## config.mk

```make
export PLATFORM = sky130hd
export DESIGN_NAME = mult8_nib_seq
export DESIGN_NICKNAME = d
export VERILOG_FILES = /design/src/rtl/mult8_nib_seq.sv
export SDC_FILE = /design/constraint.sdc
export NUM_CORES = 1
export LEC_CHECK = 0
export CORE_MARGIN = 2
export CORE_UTILIZATION = 50
export DETAILED_ROUTE_END_ITERATION = 12
export GPL_ROUTABILITY_DRIVEN = 0
export PLACE_DENSITY_LB_ADDON = 0.25
export SLEW_MARGIN = 20
export SYNTH_ARGS = -nofsm -noshare
export SYNTH_HDL_FRONTEND = slang
export SYNTH_SLANG_ARGS = --single-unit
```

## constraint.sdc

```tcl
create_clock -name clk -period 9.5 [get_ports clk]
set_clock_uncertainty 0.2 [all_clocks]
set_input_delay 1.425 -clock clk [delete_from_list [all_inputs] [get_ports clk]]
set_output_delay 1.425 -clock clk [all_outputs]
set_load 0.005 [all_outputs]
```

## src/rtl/mult8_nib_seq.sv

```systemverilog
// mult8_nib_seq: sequential 8x8 unsigned multiplier built around one shared
// 4x4 array multiplier. Each operation takes four nibble-product steps, which
// are shifted and accumulated into a 16-bit register. Completion is signalled
// by a one-cycle done pulse.
//
// Handshake: start is a request that is accepted on a rising edge only while
// the controller is in IDLE or DONE. a/b are captured on that same edge.
// start seen in MUL is ignored. done is high for exactly one cycle, and p is
// valid from that cycle until the next completion.

// 4x4 unsigned combinational array multiplier (AND-gated partial products).
module mult (
    input  logic [3:0] x,
    input  logic [3:0] y,
    output logic [7:0] p
);
    logic [7:0] w_pp0;
    logic [7:0] w_pp1;
    logic [7:0] w_pp2;
    logic [7:0] w_pp3;

    assign w_pp0 = {4'b0000, x & {4{y[0]}}};
    assign w_pp1 = {3'b000,  x & {4{y[1]}}, 1'b0};
    assign w_pp2 = {2'b00,   x & {4{y[2]}}, 2'b00};
    assign w_pp3 = {1'b0,    x & {4{y[3]}}, 3'b000};
    assign p     = w_pp0 + w_pp1 + w_pp2 + w_pp3;
endmodule

module mult8_nib_seq (
    input  logic        clk,
    input  logic        rst,
    input  logic        start,
    input  logic [7:0]  a,
    input  logic [7:0]  b,
    output logic        busy,
    output logic        done,
    output logic [15:0] p,
    output logic [1:0]  o_dbg_state
);
    typedef enum logic [1:0] {
        S_IDLE = 2'd0,
        S_MUL  = 2'd1,
        S_DONE = 2'd2
    } state_t;

    state_t      r_state;
    state_t      w_next_state;
    logic [1:0]  r_k;
    logic [7:0]  r_ra;
    logic [7:0]  r_rb;
    logic [15:0] r_acc;
    logic [15:0] r_p;

    logic [3:0]  w_x;
    logic [3:0]  w_y;
    logic [3:0]  w_sh;
    logic [7:0]  w_up;
    logic [15:0] w_term;
    logic [15:0] w_sum;
    logic        w_accept;

    mult u_mult (
        .x (w_x),
        .y (w_y),
        .p (w_up)
    );

    // Select the nibble pair and shift for the current step; idle the unit outside MUL.
    always_comb begin
        w_x  = 4'd0;
        w_y  = 4'd0;
        w_sh = 4'd0;
        if (r_state == S_MUL) begin
            case (r_k)
                2'd0: begin w_x = r_ra[3:0]; w_y = r_rb[3:0]; w_sh = 4'd0; end
                2'd1: begin w_x = r_ra[7:4]; w_y = r_rb[3:0]; w_sh = 4'd4; end
                2'd2: begin w_x = r_ra[3:0]; w_y = r_rb[7:4]; w_sh = 4'd4; end
                default: begin w_x = r_ra[7:4]; w_y = r_rb[7:4]; w_sh = 4'd8; end
            endcase
        end
    end

    // Max result 0xFE01 fits in 16 bits, so truncating intermediate sums is exact.
    assign w_term   = {8'h00, w_up} << w_sh;
    assign w_sum    = r_acc + w_term;
    assign w_accept = start && ((r_state == S_IDLE) || (r_state == S_DONE));

    // Next-state decode for the IDLE -> MUL(x4) -> DONE sequence.
    always_comb begin
        w_next_state = r_state;
        case (r_state)
            S_IDLE: if (start) w_next_state = S_MUL;
            S_MUL:  if (r_k == 2'd3) w_next_state = S_DONE;
            S_DONE: w_next_state = start ? S_MUL : S_IDLE;
            default: w_next_state = S_IDLE;
        endcase
    end

    // State register.
    always_ff @(posedge clk or posedge rst) begin
        if (rst) r_state <= S_IDLE;
        else     r_state <= w_next_state;
    end

    // Operand capture, step counter, accumulator and result register.
    always_ff @(posedge clk or posedge rst) begin
        if (rst) begin
            r_ra  <= 8'h00;
            r_rb  <= 8'h00;
            r_acc <= 16'h0000;
            r_k   <= 2'd0;
            r_p   <= 16'h0000;
        end else if (w_accept) begin
            r_ra  <= a;
            r_rb  <= b;
            r_acc <= 16'h0000;
            r_k   <= 2'd0;
        end else if (r_state == S_MUL) begin
            r_acc <= w_sum;
            r_k   <= r_k + 2'd1;
            if (r_k == 2'd3) r_p <= w_sum;
        end
    end

    // Outputs decode from state/registers only; no path from start, a or b.
    assign busy        = (r_state == S_MUL);
    assign done        = (r_state == S_DONE);
    assign p           = r_p;
    assign o_dbg_state = r_state;
endmodule

```

# Word-level counts from Yosys, hierarchy flattened
# Index checks and enable logic that the tools add are counted.
# totals
in_bits,19
reg_bits,52
wordCells,48
out_inout_bits,20
# classes
n_bitwise,5
mux,14
shifts,1
eq_ne,7
add_sub_neg,5
reduce_logical,10
# ops
op,n
$mux 16,2
$mux 4,5
$add 16x16->16,1
$and 4x4->4,4
$shl 8x4->16,1
$add 8x6->8,1
$add 8x7->8,1
$mux 2,4
$pmux 4 s2,1
$add 4x5->6,1
$eq 2x2->1 const B,3
$pmux 2 s3,1
$reduce_or 2->1,3
$eq 2x1->1 const B,2
$logic_not 2->1,2
$reduce_and 3->1,1
$add 2x1->2 const B,1
$ne 2x1->1 const B,1
$ne 2x2->1 const B,1
$reduce_and 2->1,1
$reduce_bool 2->1,1
$logic_and 1x1->1,1
$logic_or 1x1->1,1
$mux 1,1
$not 1->1,1

# Depth between registers and ports, before layout
# Gate-level depths: netlist (run 1).
# depth
ltp_word,12
ltp_mapped,27
depth_no_buf,27

# By module
# A second synthesis (run 1) with hierarchy kept.
# unflattened
hier_cells,401
hier_area_um2,3483.3
# modules_own_cells
module,seq_area_each_um2,n_inst,area_per_inst_um2,cells_each
mult8_nib_seq,1301.2,1,3098.0,359
mult,0.0,1,385.4,42

# Worst setup path after synthesis (run 1)
# Ideal clock, no wire load.
# synth_path
path_type,reg2reg
from,register r_k[0]
to,register r_acc[13]
n_path_buf,0
required_ns,9.164
setup_ns,0.136
arrival_ns,5.149
path_slack_ns,4.014
path_stages_with_launch,26
period_less_slack_ns,5.486
cell_sequence,dfrtp_1 > inv_1 > ha_1 > nor2_1 > mux2_2 > nand3_1 > inv_1 > ha_1 > a21o_1 > a21oi_1 > xor2_1 > fa_1 > inv_1 > ha_1 > a21o_1 > a21oi_1 > xor2_1 > nor2_1 > a31oi_1 > o22ai_1 > ha_1 > a21oi_1 > o21ai_0 > o32a_1 > xnor2_1 > o21ai_0
# synth_via
elab_chain_len,12
elab_cells_between_ends,23
cone_classes,add/sub: 4; eq/ne: 2; shift: 1; mux: 8; bitwise: 4; reduce/logical: 4
# synth_lines
element,line_no,text
start: declaration,48,logic [1:0] r_k;
start signal: assignment,120,r_k <= r_k + 2'd1;
$eq 2x2->1 (tied with other cells),74,case (r_k)
$reduce_or 2->1 (no line),-,
$mux 4,74,
$mux 4,73,if (r_state == S_MUL) begin
"$and 4x4->4, on equally long branches","22, 23",
$add 4x5->6,26,assign p = w_pp0 + w_pp1 + w_pp2 + w_pp3;
$add 8x6->8,26,
$add 8x7->8,26,
$shl 8x4->16 (*),84,"assign w_term = {8'h00, w_up} << w_sh;"
$add 16x16->16 (*),85,assign w_sum = r_acc + w_term;
$mux 16 (*),118,end else if (r_state == S_MUL) begin
$mux 16 (*),113,end else if (w_accept) begin
end signal: assignment,119,r_acc <= w_sum;
end: declaration,51,logic [15:0] r_acc;
# Every way passes the cells marked *; elsewhere a longest branch is shown, timed or not. The select of a mux whose other input is x is not followed.
# A chain may end at the register's enable or synchronous reset.

# Worst setup path in the final report (run 1)
# layout_path
from,"register r_state[1], in the netlist o_dbg_state[1]"
to,register r_acc[14]
# layout_via
elab_chain_len,10
elab_cells_between_ends,20
cone_classes,add/sub: 4; eq/ne: 2; shift: 1; mux: 5; bitwise: 4; reduce/logical: 4
# layout_lines
element,line_no,text
start: declaration,46,state_t r_state;
start signal: assignment,102,else r_state <= w_next_state;
$eq 2x1->1,"73, 118",
$mux 4,73,
"$and 4x4->4, on equally long branches","22, 23",
$add 4x5->6,26,
$add 8x6->8,26,
$add 8x7->8,26,
$shl 8x4->16,84,
$add 16x16->16,85,
$mux 16,118,
$mux 16,113,
# Parallel ways exist; a longest one is shown, timed or not. The select of a mux whose other input is x is not followed.

==> flow_summary_export.csv, run 1 <==
group,metric,value,unit
outcome,status,"complete, no violations",
critical_path,cp_max_fo,35,
critical_path,arrival,6.31,ns
final_layout,diodes,0,
floorplanning,dieArea,7760,um^2
final_layout,drive_above_1_share,4.58,%
final_layout,multiInputGateArea,2070,um^2
timing,slew_headroom,40.0,%
logic_synthesis,synth.area.top_cells,"dfrtp_1 (37%), ha_1 (9.9%), nand2_1 (9.8%)",
logic_synthesis,synth_top_family_by_area,"simple AND/OR/NAND/NOR gates",
cts,clock_latency,0.30,ns
final_layout,final_cell_mix,"nand2_1 (91), dfrtp_1 (52), clkdlybuf4s50_1 (38), o21ai_0 (35), ha_1 (28)",
cts,path_clk_slew,0.09,ns
logic_synthesis,yosysUniqueCellTypes,51,
floorplanning,fp.dieW,88.1,um
hold_path,hold_path.class,"flop to flop",
floorplanning,rows,30,
final_layout,synthToLayoutAreaGrowth,14.1,%
global_route,grt_pass1_vias,2794,
floorplanning,start_util,51.7,%
final_layout,fillers,631,
global_route,grt_use_total,21.2,%
cts,cts_buffers,5,
route,ant_nets,0,
logic_synthesis,syn_nets,460,
logic_synthesis,ys_seq_area_share,36.8,%
cts,ctsHoldBuffers,0,
final_layout,final_nets,490,
route,wl,7550,um
logic_synthesis,netlist_area,3530,um^2
power_and_ir_drop,p_total,1.22,mW
route,drt-pass1-iter-count,4,
timing,setup_viol,0,
route,wl_per_cell,14.2,um
critical_path,cp-start-kind,"flop",
route,drt_iter0_markers,134,
final_layout,register_area,1300,um^2
power_and_ir_drop,p_comb_share,60.2,%
logic_synthesis,synth_warnings,0,
logic_synthesis,synthCells,407,
critical_path,cp-end-kind,"flop",
power_and_ir_drop,p_sw,0.560,mW
logic_synthesis,synth_edf_count,0,
cts,cts_setup_buffers,0,
timing,hold_ws,0.281,ns
route,drc,0,
cts,h-tree-depth,2,
logic_synthesis,synth.largest_area_cell,"dfrtp_1",
logic_synthesis,synth_fa_ha_area_share,13.3,%
final_layout,fin_cells,533,
global_route,grt_overflow_total,0,
timing,finalHoldViolCount,0,
critical_path,crit_type,"flop to flop",
critical_path,crit_required,9.49,ns
power_and_ir_drop,power.share.clock,9.9,%
logic_synthesis,synthMuxAreaShare,3.47,%
global_route,antenna_found_initial,0,
cts,cts_tree,"yes",
logic_synthesis,ys.flop_type,"dfrtp_1",
route,wl_met2,3550,um
global_route,grt_pass1_wl,13100,um
global_route,grt_max_degree,53,
power_and_ir_drop,p_sw_share,45.9,%
cts,cts-root-buf,"clkbuf_8",
timing,tns,0,ns
cts,numClockSinks,52,
logic_synthesis,async_reset_ff_share,100,%
final_layout,layout_commonest_cell,"nand2_1",
logic_synthesis,synth_seq_cells,52,
timing,max_freq,158,MHz
floorplanning,pin_count,39,
timing,worst_slew_pin_slew,0.899,ns
logic_synthesis,synth_xor_area_share,4.21,%
timing,min_period_over_period,66.5,%
route,vias,2844,
route,highest_layer,"met4",
logic_synthesis,avgSynthCellArea,8.68,um^2
floorplanning,core_area,6830,um^2
cts,ctsLongestPathBuffers,2,
placement,io_buffers,38,
power_and_ir_drop,leakage,1.98,nW
timing,rsz0062_at_grt,"false",
logic_synthesis,synth_top_cell_area_share,36.8,%
logic_synthesis,synth_compound_area_share,17.2,%
placement,dp.cells,526,
power_and_ir_drop,power.density,303,nW/um^2
logic_synthesis,yosys.area_share.simple,20.1,%
route,dr_wl_met3,258,um
power_and_ir_drop,p_int,0.660,mW
job,drv_cap,0,
power_and_ir_drop,peakVddDrop,0.236,mV
power_and_ir_drop,seq_power_share,29.9,%
route,avgViaCountPerCell,5.34,
cts,cts.repair.resized,0,
timing,min_period,6.32,ns
timing,maxSlewViolCount,0,
placement,dp_hpwl,5660,um
route,met1Wirelength,3690,um
floorplanning,die-height,88.1,um
-- worst paths after layout --
| check | depth (start not counted) | end | startpoint | slack, ns |
|---|---|---|---|---|
| worst max-delay path | 24 | r_acc[14] | o_dbg_state[1] | 3.18 |
| worst min-delay path | 2 | p[2] | p[2] | 0.28 |
| worst min register to register | 2 | p[2] | p[2] | 0.28 |
| worst max register to register | 24 | r_acc[14] | o_dbg_state[1] | 3.18 |
| max in group asynchronous | 2 | r_ra[0] | rst | 7.17 |
| min in group asynchronous | 2 | r_rb[0] | rst | 1.41 |
-- cell type report --
cell class	instances	share of cell area, %
multi-input combinational	319	51.3
sequential	52	32.3
timing repair buffer	39	9.62
tap	96	2.98
inverter	20	1.89
clock buffer	6	1.80
clock inverter	1	0.124
-- power by group through the flow --
stage / clock [mW] / sequential, mW / combinational (mW)
after global placement: 0 / 0.366 / 0.714
final: 0.121 / 0.365 / 0.734
after detailed placement: 0 / 0.369 / 0.732
after CTS: 0.126 / 0.365 / 0.735
after global routing: 0.132 / 0.376 / 0.832
after floorplan: 0 / 0.359 / 0.545
-- registers in the layout, indices dropped and copies added, names as in the netlist --
signal       cells
r_k              2
o_dbg_state      2
r_ra             8
p               16
r_rb             8
r_acc           16
-- metrics by stage --
stage          setup WS, ns  cell area (um^2)  util (%)
6_report               3.18              4030      59.0
4_1_cts                3.23              4030      58.9
2_1_floorplan          4.01              3530         -
3_5_place_dp           3.27              3950      57.8
3_3_place_gp           3.38              3950      57.7
5_1_grt                2.74              4030      59.0
-- cells by family after synthesis --
family	Yosys count
compound gates	93
fa+ha+maj	34
simple gates	163
buf+inv	36
mux	12
xor+xnor	17
flops	52
-- per-layer routing --
layer  vias to the layer above  global-route usage, %
li1                       1451                      -
met1                      1333                   30.5
met2                        55                   34.6
met3                         5                   3.02
met4                         0                   4.27
met5                         -                      0
-- cells in the mapped netlist (3+ instances only) --
| master | number |
|---|---|
| buf_6 | 3 |
| nand2_1 | 92 |
| inv_1 | 20 |
| fa_1 | 6 |
| and2_1 | 3 |
| nand3_1 | 7 |
| a22oi_1 | 5 |
| a21oi_1 | 16 |
| ha_1 | 28 |
| nor3_1 | 6 |
| nor2b_1 | 5 |
| a21o_1 | 7 |
| o21ai_0 | 35 |
| mux2i_1 | 10 |
| nor2_1 | 28 |
| dfrtp_1 | 52 |
| or3_1 | 3 |
| a31oi_1 | 3 |
| clkbuf_1 | 7 |
| xor2_1 | 10 |
| o21a_1 | 6 |
| xnor2_1 | 7 |
| nand2b_1 | 9 |
-- worst max-delay path, stage by stage (launching register included) --
cell	delay, ns
dfrtp_1	0.40
nand2b_1	0.14
buf_4	0.24
inv_1	0.56
nand2_1	0.20
nor2_1	0.18
ha_1	0.20
inv_1	0.06
fa_1	0.40
xor2_1	0.20
fa_1	0.53
inv_1	0.04
ha_1	0.22
fa_1	0.41
a21o_1	0.18
a21o_1	0.19
a22oi_1	0.21
nor2_1	0.07
ha_1	0.38
a21oi_1	0.31
inv_1	0.11
a21o_1	0.20
nor3_2	0.24
nor4_1	0.09
a211o_1	0.23
Power figures use the tool's default switching activity.
==> inputs of run 2 (changes only) <==
- clock period: 9.5 -> 5.41 ns (I/O delays scaled with it)
==> run 2 against run 1 <==
  * The run now ends with setup timing left
  * Setup slack lost 3.4 ns
  * Highest routed layer unchanged
  * Sequential power grew 78%
  * Combinational power grew 140%
  * Critical path type unchanged
==> flow_summary_export.csv, run 2 (same netlist as run 1, synthesis figures left out) <==
group,metric,value,unit
outcome,status,"finished with violations",
outcome,failed_checks,"setup timing",
power_and_ir_drop,power.share.clock,13.1,%
cts,h-tree-depth,2,
timing,min_period,5.67,ns
final_layout,synthToLayoutAreaGrowth,37.1,%
timing,finalHoldViolCount,0,
critical_path,cp-start-kind,"flop",
cts,numClockSinks,52,
route,vias,3252,
timing,min_period_over_period,105,%
timing,setup_viol,14,
power_and_ir_drop,p_comb_share,63.7,%
global_route,grt_pass1_wl,14600,um
floorplanning,die-height,88.1,um
critical_path,r2r_slack,-0.26,ns
route,drt-pass1-iter-count,4,
power_and_ir_drop,leakage,2.32,nW
global_route,grt_max_degree,53,
final_layout,layout_commonest_cell,"nand2_1",
route,ant_nets,0,
final_layout,final_cell_mix,"nand2_1 (89), buf_4 (61), dfrtp_1 (52), clkdlybuf4s50_1 (38), o21ai_0 (28)",
cts,ctsLongestPathBuffers,2,
power_and_ir_drop,power.density,577,nW/um^2
global_route,grt_use_total,24.0,%
critical_path,crit_type,"flop to flop",
floorplanning,start_util,51.7,%
critical_path,cp_common_cell,"buf_4",
hold_path,hold-path-endpoint,"p[2]",
global_route,grt_overflow_total,0,
timing,max_freq,176,MHz
final_layout,final_util,70.9,%
critical_path,crit_required,5.42,ns
critical_path,critPathSlowestCell,"fa_1",
critical_path,timing.rr.end,"r_acc[12]",
route,wl,9450,um
cts,ctsHoldBuffers,0,
power_and_ir_drop,p_sw_share,42.5,%
timing,rsz0062_at_grt,"true",
hold_path,worstHoldPathCells,2,
global_route,antenna_found_initial,0,
critical_path,ff2ff_path_depth,27,
critical_path,arrival,5.68,ns
cts,path_clk_slew,0.10,ns
cts,cts-root-buf,"clkbuf_8",
cts,clock_latency,0.31,ns
route,drt_iter0_markers,230,
final_layout,final_nets,551,
power_and_ir_drop,peakVddDrop,0.389,mV
timing,worst_slew_pin_slew,1.00,ns
floorplanning,core_area,6830,um^2
placement,io_buffers,38,
job,drv_cap,0,
timing,setup_ws,-0.261,ns
route,wl_per_cell,15.9,um
cts,cts_buffers,5,
final_layout,drive_above_1_share,26.3,%
timing,maxSlewViolCount,0,
floorplanning,rows,30,
power_and_ir_drop,p_sw,1.19,mW
floorplanning,pin_count,39,
final_layout,diodes,0,
route,avgViaCountPerCell,5.47,
hold_path,hold_path.class,"flop to flop",
timing,tns,-1.83,ns
critical_path,cp_max_fo,4,
critical_path,reg2reg_from,"r_k[1]",
critical_path,cp-end-kind,"flop",
final_layout,fillers,512,
critical_path,critPathMaxStageDelay,0.54,ns
hold_path,min_from,"p[2]",
placement,pre_cts_ws,-0.282,ns
timing,slew_headroom,32.9,%
power_and_ir_drop,p_int,1.61,mW
floorplanning,dieArea,7760,um^2
floorplanning,fp.dieW,88.1,um
route,drc,0,
cts,cts_tree,"yes",
power_and_ir_drop,seq_power_share,23.2,%
placement,dp_hpwl,6170,um
global_route,grt_pass1_vias,3202,
run 2: how the worst max path moves through the flow:
| stage | start | end | slack [ns] |
|---|---|---|---|
| after global routing | r_k[1] | r_acc[12] | -0.50 |
| final | r_k[1] | r_acc[12] | -0.26 |
| after detailed placement | r_k[0] | p[15] | -0.28 |
| after global placement | r_k[0] | p[15] | -0.15 |
| after CTS | r_k[0] | p[15] | -0.05 |
| after floorplan | r_k[0] | r_acc[15] | 0.03 |
run 2: metrics by stage:
step / hold slack (ns) / std cells / power (mW) / area [um^2]
after detailed placement: 0.263 / 571 / 2.16 / 4290
final: 0.282 / 595 / 2.80 / 4840
after global placement: 0.253 / 571 / 2.11 / 4290
after global routing: 0.309 / 595 / 3.01 / 4840
after CTS: 0.287 / 586 / 2.63 / 4610
after floorplan: 0.240 / 407 / 1.60 / 3540
run 2: power by group through the flow:
stage / Combinational (mW) / Sequential (mW) / Clock (mW)
4_1_cts: 1.61 / 0.639 / 0.373
5_1_grt: 1.96 / 0.664 / 0.386
6_report: 1.78 / 0.649 / 0.367
3_5_place_dp: 1.51 / 0.643 / 0
3_3_place_gp: 1.47 / 0.639 / 0
2_1_floorplan: 0.966 / 0.630 / 0
run 2: worst max-delay path: cells and delay by family (launching register included):
| family | cells | cell delay (ns) |
|---|---|---|
| DFF | 1 | 0.44 |
| muxes | 2 | 0.28 |
| adders and majority gates | 6 | 1.99 |
| AOI/OAI and AO/OA | 6 | 1.14 |
| xor gates and xnor gates | 1 | 0.19 |
| buffers and inverters | 5 | 0.59 |
| and+or+nand+nor | 7 | 0.74 |
run 2: final cells by class:
cell class / count / area, um^2 / share of cell area, %
sequential: 52 / 1300 / 26.9
clock buffer: 5 / 68.8 / 1.42
timing repair buffer: 100 / 850 / 17.5
multi-input combinational: 319 / 2340 / 48.3
tap: 96 / 120 / 2.48
clock inverter: 3 / 90.1 / 1.86
inverter: 20 / 76.3 / 1.58
run 2: what timing repair did:
action | 4_1_cts | 5_1_grt
pin swaps | 19 | 28
gates resized for setup | 29 | 35
hold endpoints to repair | 0 | 0
setup buffers | 8 | 10
endpoints found under the setup margin | 16 | 20
run 2: per-layer routing:
| metal | wire length [um] | global-route usage [%] | share of wire [%] |
|---|---|---|---|
| met5 | 0 | 0 | 0 |
| met2 | 4670 | 39.3 | 49 |
| met4 | 248 | 8.40 | 2.6 |
| met1 | 4090 | 32.6 | 43 |
| met3 | 441 | 3.68 | 4.7 |
==> inputs of run 3 (changes only) <==
--- a/config.mk
+++ b/config.mk
@@ -9,2 +9,3 @@
 export CORE_UTILIZATION = 50
+export CTS_CLUSTER_SIZE = 16
 export DETAILED_ROUTE_END_ITERATION = 12
==> constraint.sdc (replaced) <==
create_clock -name clk -period 5.41 [get_ports clk]
set_clock_uncertainty 0.2 [all_clocks]
set_input_delay 1.082 -clock clk [delete_from_list [all_inputs] [get_ports clk]]
set_output_delay 1.082 -clock clk [all_outputs]
set_load 0.005 [all_outputs]
==> run 3 against run 2 <==
  * The run still ends with setup timing left
  * Sequential share of layout area up 0.11 points
  * Register-to-register slack better by 0.03 ns
  * Design area down 0.41%
  * Clock power hardly changed
  * Critical path depth is 1 lower
  * Sequential power about the same
  * Flip-flop and latch count did not move
  * First-iteration DRC count up 4.8%
  * Maximum frequency increased by 0.52%
  * Die area is the same
  * Clock-buffer cell count did not move
  * Worst hold slack gained 0.00066 ns
  * Critical path type unchanged
  * Largest power group unchanged
  * Highest routed layer unchanged
==> flow_summary_export.csv, run 3 (same netlist as run 1, synthesis figures left out) <==
group,metric,value,unit
timing,hold_ws,0.282,ns
timing,min_period_over_period,104,%
critical_path,crit_required,5.46,ns
timing,finalHoldViolCount,0,
timing,setup_ws,-0.232,ns
cts,numClockSinks,52,
critical_path,cp_max_fo,4,
route,drt-pass1-iter-count,4,
route,wl,9170,um
timing,rsz0062_at_grt,"true",
route,drt_iter0_markers,241,
global_route,antenna_found_initial,0,
outcome,status,"finished with violations",
critical_path,timing.rr.end,"p[14]",
critical_path,reg2reg_from,"r_k[0]",
floorplanning,start_util,51.7,%
timing,setup_viol,13,
timing,worst_slew_pin_slew,0.898,ns
critical_path,cp-start-kind,"flop",
placement,dp_hpwl,6130,um
cts,cts_buffers,5,
critical_path,ff2ff_path_depth,26,
cts,h-tree-depth,2,
global_route,grt_pass1_vias,3149,
route,ant_nets,0,
route,wl_per_cell,15.3,um
cts,path_clk_slew,0.10,ns
final_layout,diodes,0,
timing,min_period,5.64,ns
final_layout,final_area,4820,um^2
power_and_ir_drop,peakVddDrop,0.331,mV
final_layout,final_nets,555,
hold_path,min_from,"p[2]",
global_route,grt_max_degree,53,
route,drc,0,
floorplanning,die-height,88.1,um
floorplanning,dieArea,7760,um^2
timing,slew_headroom,40.1,%
placement,io_buffers,38,
global_route,grt_pass1_wl,14700,um
floorplanning,core_area,6830,um^2
power_and_ir_drop,power.density,581,nW/um^2
final_layout,final_cell_mix,"nand2_1 (89), buf_4 (65), dfrtp_1 (52), clkdlybuf4s50_1 (38), o21ai_0 (26)",
job,drv_cap,0,
cts,ctsLongestPathBuffers,2,
timing,maxSlewViolCount,0,
critical_path,cp-end-kind,"flop",
placement,place_area,4300,um^2
cts,cts-root-buf,"clkbuf_8",
final_layout,drive_above_1_share,24.9,%
floorplanning,pin_count,39,
hold_path,hold_path.class,"flop to flop",
global_route,grt_overflow_total,0,
timing,max_freq,177,MHz
cts,clock_latency,0.31,ns
global_route,grt_use_total,24.0,%
floorplanning,rows,30,
critical_path,crit_type,"flop to flop",
final_layout,layout_commonest_cell,"nand2_1",
floorplanning,fp.dieW,88.1,um
power_and_ir_drop,leakage,2.33,nW
outcome,failed_checks,"setup timing",
hold_path,worstHoldPathCells,2,
hold_path,hold-path-endpoint,"p[2]",
route,avgViaCountPerCell,5.44,
final_layout,synthToLayoutAreaGrowth,36.5,%
critical_path,r2r_slack,-0.23,ns
critical_path,arrival,5.69,ns
route,vias,3261,
cts,cts_tree,"yes",
==> run 3: changes by cell type in the layout (fill, tap and decap cells not counted), sizes merged <==
| cell | change |
|---|---|
| buf | +4 |
==> run 3: cell type report <==
type                    count  area (um^2)
multi-input cells         319         2290
fillers                   516         2010
flip-flops and latches     52         1300
repair buffers            104          880
well taps                  96          120
clock inverters             3         90.1
inverters                  20         76.3
clock buffers               5         68.8
==> run 3: report_power, final <==
part	leakage [nW]	total, mW	switching (mW)	internal [mW]
Sequential	0.670	0.646	0.100	0.546
Clock	0.0784	0.366	0.134	0.231
Combinational	1.59	1.79	0.942	0.849
==> run 3: worst max-delay path by stage <==
stage | startpoint | depth (start not counted) | slack [ns] | endpoint
2_1_floorplan | r_k[0] | 26 | 0.03 | r_acc[15]
3_3_place_gp | r_k[0] | 26 | -0.16 | p[15]
3_5_place_dp | r_k[0] | 25 | -0.31 | p[15]
4_1_cts | r_k[1] | 27 | -0.06 | p[15]
5_1_grt | r_k[0] | 27 | -0.48 | p[14]
6_report | r_k[0] | 26 | -0.23 | p[14]
==> run 3: worst max-delay path, stage by stage (launching register included) <==
cell and delay [ns]:
dfrtp_1 0.42, inv_2 0.08, ha_2 0.20, nor2_4 0.18, mux2i_2 0.09, nor2_1 0.18, nand3_1 0.13, buf_4 0.15
buf_4 0.13, fa_2 0.36, xor2_1 0.18, fa_1 0.49, inv_1 0.05, ha_2 0.20, fa_2 0.39, a21o_1 0.19
a21oi_2 0.16, nor2_1 0.06, a31oi_1 0.15, o22ai_1 0.10, ha_1 0.37, nand4_1 0.18, a21oi_4 0.23, nor3_4 0.06
buf_4 0.14, or4_1 0.41, nand3_1 0.10
==> run 3: per-stage QoR <==
| step | utilization [%] | cells | total power [mW] | worst slack (ns) | setup TNS (ns) |
|---|---|---|---|---|---|
| 2_1_floorplan | - | 407 | 1.60 | 0.0264 | 0 |
| 3_3_place_gp | 62.9 | 572 | 2.11 | -0.156 | -1.10 |
| 3_5_place_dp | 62.9 | 572 | 2.16 | -0.314 | -2.95 |
| 4_1_cts | 69.0 | 595 | 2.68 | -0.0633 | -0.151 |
| 5_1_grt | 70.6 | 599 | 3.01 | -0.484 | -6.64 |
| 6_report | 70.6 | 599 | 2.80 | -0.232 | -1.75 |
==> run 3: timing repair <==
action,in CTS,in global routing
hold buffers,0,0
setup buffers,17,4
endpoints found under the setup margin,17,20
pin swaps,47,16
gates resized for setup,38,17
==> run 3: metal layers <==
layer | GRT usage (%) | up-vias | part of all wire, %
li1 | - | 1576 | -
met1 | 33.0 | 1588 | 45
met2 | 40.4 | 87 | 50
met3 | 3.30 | 10 | 3.8
met4 | 5.79 | 0 | 1.1
met5 | 0 | - | 0
